===== config.mk =====
export PLATFORM = sky130hd
export DESIGN_NAME = transport_receive
export DESIGN_NICKNAME = d
export VERILOG_FILES = /design/src/rtl/transport_receive.sv
export SDC_FILE = /design/constraint.sdc
export NUM_CORES = 1
export LEC_CHECK = 0
export CAP_MARGIN = 25
export CORE_MARGIN = 2
export CORE_UTILIZATION = 54
export CTS_CLUSTER_SIZE = 25
export DETAILED_ROUTE_END_ITERATION = 6
export GPL_ROUTABILITY_DRIVEN = 0
export PLACE_DENSITY = 0.92
export SYNTH_ARGS = -nofsm -noshare
export SYNTH_HDL_FRONTEND = slang
export SYNTH_SLANG_ARGS = --single-unit
export TNS_END_PERCENT = 5

===== constraint.sdc =====
create_clock -name clk -period 2.7 [get_ports clk]
set_clock_uncertainty 0.05 [all_clocks]
set_input_delay 0.27 -clock clk [delete_from_list [all_inputs] [get_ports clk]]
set_output_delay 0.27 -clock clk [all_outputs]
set_load 0.05 [all_outputs]

===== src/rtl/transport_receive.sv =====
// Receive-side transport: frames the incoming byte stream into packetSize-byte packets,
// decodes control/audio headers and strobes 16-bit words upward. Optional macro: RX_TRAILER_CHECK_EN.
module transport_receive #(
    parameter int packetSize = 16
) (
    input  logic        clk,
    input  logic        reset,
    input  logic [7:0]  packetIn,
    input  logic        receiving,
    output logic [1:0]  cmd,
    output logic [15:0] data,
    output logic        dataReady,
    output logic        busy,
    output logic        error
);
    localparam int CW = $clog2(packetSize) + 1;
    localparam logic [CW-1:0] LAST   = CW'(packetSize - 1);
    localparam logic [CW-1:0] PENULT = CW'(packetSize - 2);

    typedef enum logic [2:0] {IDLE, CTRL_HI, CTRL_LO, AUD_HI, AUD_LO, TRAIL, SKIP} state_t;

    state_t          state_q, state_d;
    logic [CW-1:0]   byteCnt_q, byteCnt_d;
    logic [7:0]      hi_q, hi_d;
    logic [1:0]      cmd_q, cmd_d;
    logic [15:0]     data_q, data_d;
    logic            rdy_q, rdy_d;
    logic            err_q, err_d;
    logic            pktEnd_q, pktEnd_d;

    always_ff @(posedge clk or posedge reset) begin
        if (reset) begin
            state_q   <= IDLE;
            byteCnt_q <= '0;
            hi_q      <= '0;
            cmd_q     <= '0;
            data_q    <= '0;
            rdy_q     <= 1'b0;
            err_q     <= 1'b0;
            pktEnd_q  <= 1'b0;
        end else begin
            state_q   <= state_d;
            byteCnt_q <= byteCnt_d;
            hi_q      <= hi_d;
            cmd_q     <= cmd_d;
            data_q    <= data_d;
            rdy_q     <= rdy_d;
            err_q     <= err_d;
            pktEnd_q  <= pktEnd_d;
        end
    end

    always_comb begin
        state_d   = state_q;
        byteCnt_d = byteCnt_q;
        hi_d      = hi_q;
        cmd_d     = cmd_q;
        data_d    = data_q;
        rdy_d     = 1'b0;
        err_d     = 1'b0;
        pktEnd_d  = 1'b0;

        if (state_q == IDLE) begin
            if (receiving) begin
                byteCnt_d = CW'(1);
                case (packetIn)
                    8'h40:   state_d = CTRL_HI;
                    8'h81:   state_d = AUD_HI;
                    default: begin
                        state_d = SKIP;
                        err_d   = 1'b1;
                    end
                endcase
            end
        end else if (!receiving) begin
            // Framing dropped mid-packet: discard any half-assembled word.
            state_d   = IDLE;
            byteCnt_d = '0;
            err_d     = 1'b1;
        end else begin
            byteCnt_d = byteCnt_q + CW'(1);
            case (state_q)
                CTRL_HI: begin
                    hi_d    = packetIn;
                    state_d = CTRL_LO;
                end
                CTRL_LO: begin
                    cmd_d   = 2'b01;
                    data_d  = {hi_q, packetIn};
                    rdy_d   = 1'b1;
                    state_d = SKIP;
                end
                AUD_HI: begin
                    hi_d    = packetIn;
                    state_d = AUD_LO;
                end
                AUD_LO: begin
                    cmd_d   = 2'b10;
                    data_d  = {hi_q, packetIn};
                    rdy_d   = 1'b1;
                    state_d = (byteCnt_q == PENULT) ? TRAIL : AUD_HI;
                end
                TRAIL: begin
`ifdef RX_TRAILER_CHECK_EN
                    err_d = (packetIn != 8'hFF);
`endif
                    state_d = IDLE;
                end
                SKIP:    state_d = SKIP;
                default: state_d = IDLE;
            endcase
            if (byteCnt_q == LAST) begin
                state_d   = IDLE;
                byteCnt_d = '0;
                pktEnd_d  = 1'b1;
            end
        end
    end

    // Bridge the IDLE cycle of a back-to-back header so busy does not glitch low.
    assign busy      = (state_q != IDLE) || (pktEnd_q && receiving);
    assign cmd       = cmd_q;
    assign data      = data_q;
    assign dataReady = rdy_q;
    assign error     = err_q;

endmodule


==> impl_metrics.env <==
export IMPL_run_status="finished clean"
export IMPL_clock_fmax_ghz=0.429
export IMPL_clkSlewWorstSetupHoldPaths_ns=0.11
export IMPL_yosysSeqAreaShare_pct=56.4
export IMPL_yosysWarnings=0
export IMPL_num_antenna_cells=0
export IMPL_place_area_um2=1980
export IMPL_fin_crit_ns=2.33
export IMPL_drv_cap=0
export IMPL_tightest_slew_ns=0.505
export IMPL_cts_tree="done"
export IMPL_syn_inst=126
export IMPL_finalNonFillerCells=195
export IMPL_utilization_pct=68.4
export IMPL_vias=1129
export IMPL_required_ns=2.38
export IMPL_syn_area_um2=1640
export IMPL_stdcell_area_um2=2040
export IMPL_area_growth_syn_to_layout_pct=23.9
export IMPL_yosysTopAreaCellShare_pct=56.4
export IMPL_rsz0062_at_grt="false"
export IMPL_placed_cells=187
export IMPL_ctsHoldBuffers=0
export IMPL_hold_viol=0
export IMPL_maxSlewHeadroom_pct=66.0
export IMPL_io_buffers=31
export IMPL_cts_buffers=5
export IMPL_layout_common_cells="37 x dfrtp_1, 31 x clkdlybuf4s50_1, 25 x mux2_2"
export IMPL_gr_total_overflow=0
export IMPL_initial_utilization_pct=55.2
export IMPL_syn_avg_cell_area_um2=13.0
export IMPL_layout_commonest_cell="dfrtp_1"
export IMPL_pre_cts_slack_ns=0.454
export IMPL_setup_tns_final_ns=0
export IMPL_worstSetupStartpointType="flip-flop"
export IMPL_endpoint_kind="output port"
export IMPL_clkLatencyLatePin_ns=0.33
export IMPL_grt_max_degree=38
export IMPL_grt_antenna_before_repair=0
export IMPL_wl_um=3080
export IMPL_core_um2=2980
export IMPL_post_cts_buffers=0
export IMPL_power_switching_mw=1.23
export IMPL_fp_dieH_um=59.2
export IMPL_synth_edf_count=0
export IMPL_async_reset_ff_share_pct=100
export IMPL_power_density_nw_per_um2=1350
export IMPL_layout_setup_ws_ns=0.369
export IMPL_worstPathMaxFanout=13
export IMPL_cts_buffer_depth=2
export IMPL_drc_errors=0
export IMPL_die_width_um=59.2
export IMPL_cp_arrival_ns=2.01
export IMPL_nets=174
export IMPL_first_pass_iters=4
export IMPL_comb_power_share_pct=53.8
export IMPL_post_cts_resized=0
export IMPL_yosysTopAreaCell="dfrtp_1"
export IMPL_viasPerCell=5.79
export IMPL_synthTopCellsByArea="dfrtp_1 56%, mux2_2 17%, nand3b_1 1.8%, a2111oi_4 1.7%, nand2_1 1.6%"
export IMPL_drtIter0Drc=30
export IMPL_ys_flop_type="dfrtp_1"
export IMPL_total_leakage_power_nw=0.854
export IMPL_rows=20
export IMPL_drtAntennaViolNets=0
export IMPL_setup_viol=0
export IMPL_p_sw_share_pct=45.0
export IMPL_hp_class="input port to async pin"
export IMPL_grt_pass1_wl_um=5150
export IMPL_ir_drop_mv=0.744
export IMPL_power_frac_clock_pct=10.0
export IMPL_wl_per_cell_um=15.8
export IMPL_clock_sinks=37
export IMPL_cts_max_level=2
export IMPL_place_hpwl_um=2210
export IMPL_drv_slew=0
export IMPL_ios=32
export IMPL_path_class="flip-flop to output port"
export IMPL_clockRootBuffer="clkbuf_4"
export IMPL_grt_usage_pct=19.7
export IMPL_dieArea_um2=3500
export IMPL_yosysUniqueCellTypes=37
export IMPL_grt_pass1_vias=1119
export IMPL_finalCritPeriodShare_pct=86.3
export IMPL_seqPwrFrac_pct=36.1
export IMPL_ys_ff_latch=37
export IMPL_drive_gt1_share_pct=24.7
export IMPL_syn_nets=139
export IMPL_p_int_mw=1.51
==> metal layers <==
| metal | vias to the layer above | part of all wire [%] | track usage, % |
|---|---|---|---|
| met1 | 559 | 44 | 26.1 |
| met3 | 7 | 6.7 | 5.90 |
| met2 | 37 | 48 | 31.4 |
| met5 | - | 0 | 0 |
| li1 | 526 | - | - |
| met4 | 0 | 1.3 | 5.84 |
==> critical path: stages (launching register included) <==
cell	delay, ns
dfrtp_1	0.60
nor3_2	0.06
buf_4	0.17
nand2_1	0.05
clkdlybuf4s50_1	0.79
==> Yosys cell counts, types with 2 or more instances <==
| cell | count |
|---|---|
| or3_1 | 2 |
| o31ai_1 | 2 |
| mux2_2 | 25 |
| nor2b_1 | 4 |
| nand3b_1 | 4 |
| o21ai_0 | 3 |
| buf_2 | 2 |
| clkbuf_1 | 2 |
| ha_1 | 2 |
| dfrtp_1 | 37 |
| nand3_1 | 4 |
| o22ai_1 | 2 |
| nand4b_1 | 2 |
| inv_1 | 4 |
| nor4_1 | 2 |
| a21oi_1 | 2 |
| nand2_1 | 7 |
==> final cells by class <==
type | instances | area (µm²)
clock buffer | 6 | 41.3
clock inverter | 2 | 10.0
fill | 217 | 942
inverter | 4 | 15.0
multi-input combinational | 80 | 677
sequential | 37 | 926
tap | 33 | 41.3
timing repair buffer | 33 | 325
==> final timing paths <==
| kind | from | end | slack, ns | cells past startpoint |
|---|---|---|---|---|
| hold / removal | reset | data[12]$_DFFE_PP0P_ | 0.29 | 3 |
| hold reg to reg | data[7]$_DFFE_PP0P_ | data[7]$_DFFE_PP0P_ | 0.47 | 1 |
| min in group clk | data[7]$_DFFE_PP0P_ | data[7]$_DFFE_PP0P_ | 0.47 | 1 |
| max in group asynchronous | reset | hi_q[5]$_DFFE_PP0P_ | 1.99 | 3 |
| setup / recovery | state_q[1]$_DFFE_PP0P_ | busy | 0.37 | 4 |
| setup reg to reg | state_q[0]$_DFFE_PP0P_ | data[3]$_DFFE_PP0P_ | 0.88 | 3 |
==> state kept, by name, summed over array words and instances (netlist names) <==
name and flops:
dataReady 1, error 1, byteCnt_q 5, cmd 2, pktEnd_q 1, data 16, hi_q 8, state_q 3
==> power groups by stage <==
stage / sequential [mW] / clock [mW] / combinational (mW)
after floorplan: 1.43 / 0 / 0.596
after global placement: 0.974 / 0 / 1.45
after detailed placement: 1.00 / 0 / 1.48
after CTS: 0.990 / 0.280 / 1.49
after global routing: 1.02 / 0.308 / 1.56
final: 0.990 / 0.275 / 1.47
==> per-stage QoR <==
stage / total power, mW / hold slack (ns)
3_5_place_dp: 2.48 / 0.445
4_1_cts: 2.76 / 0.299
6_report: 2.74 / 0.286
2_1_floorplan: 2.03 / 0.371
5_1_grt: 2.89 / 0.379
3_3_place_gp: 2.42 / 0.433
==> logic make-up after synthesis <==
logic type / Yosys count / synth area share [%]
flip-flops: 37 / 56.4
AND/OR/NAND/NOR: 34 / 12.9
multiplexers: 25 / 17.1
AO/OA/AOI/OAI: 18 / 9.06
buffers and inverters: 9 / 2.44
adder cells (fa/ha/maj): 2 / 1.52
XOR/XNOR: 1 / 0.533
No activity file was read; power rests on OpenSTA's default activity.
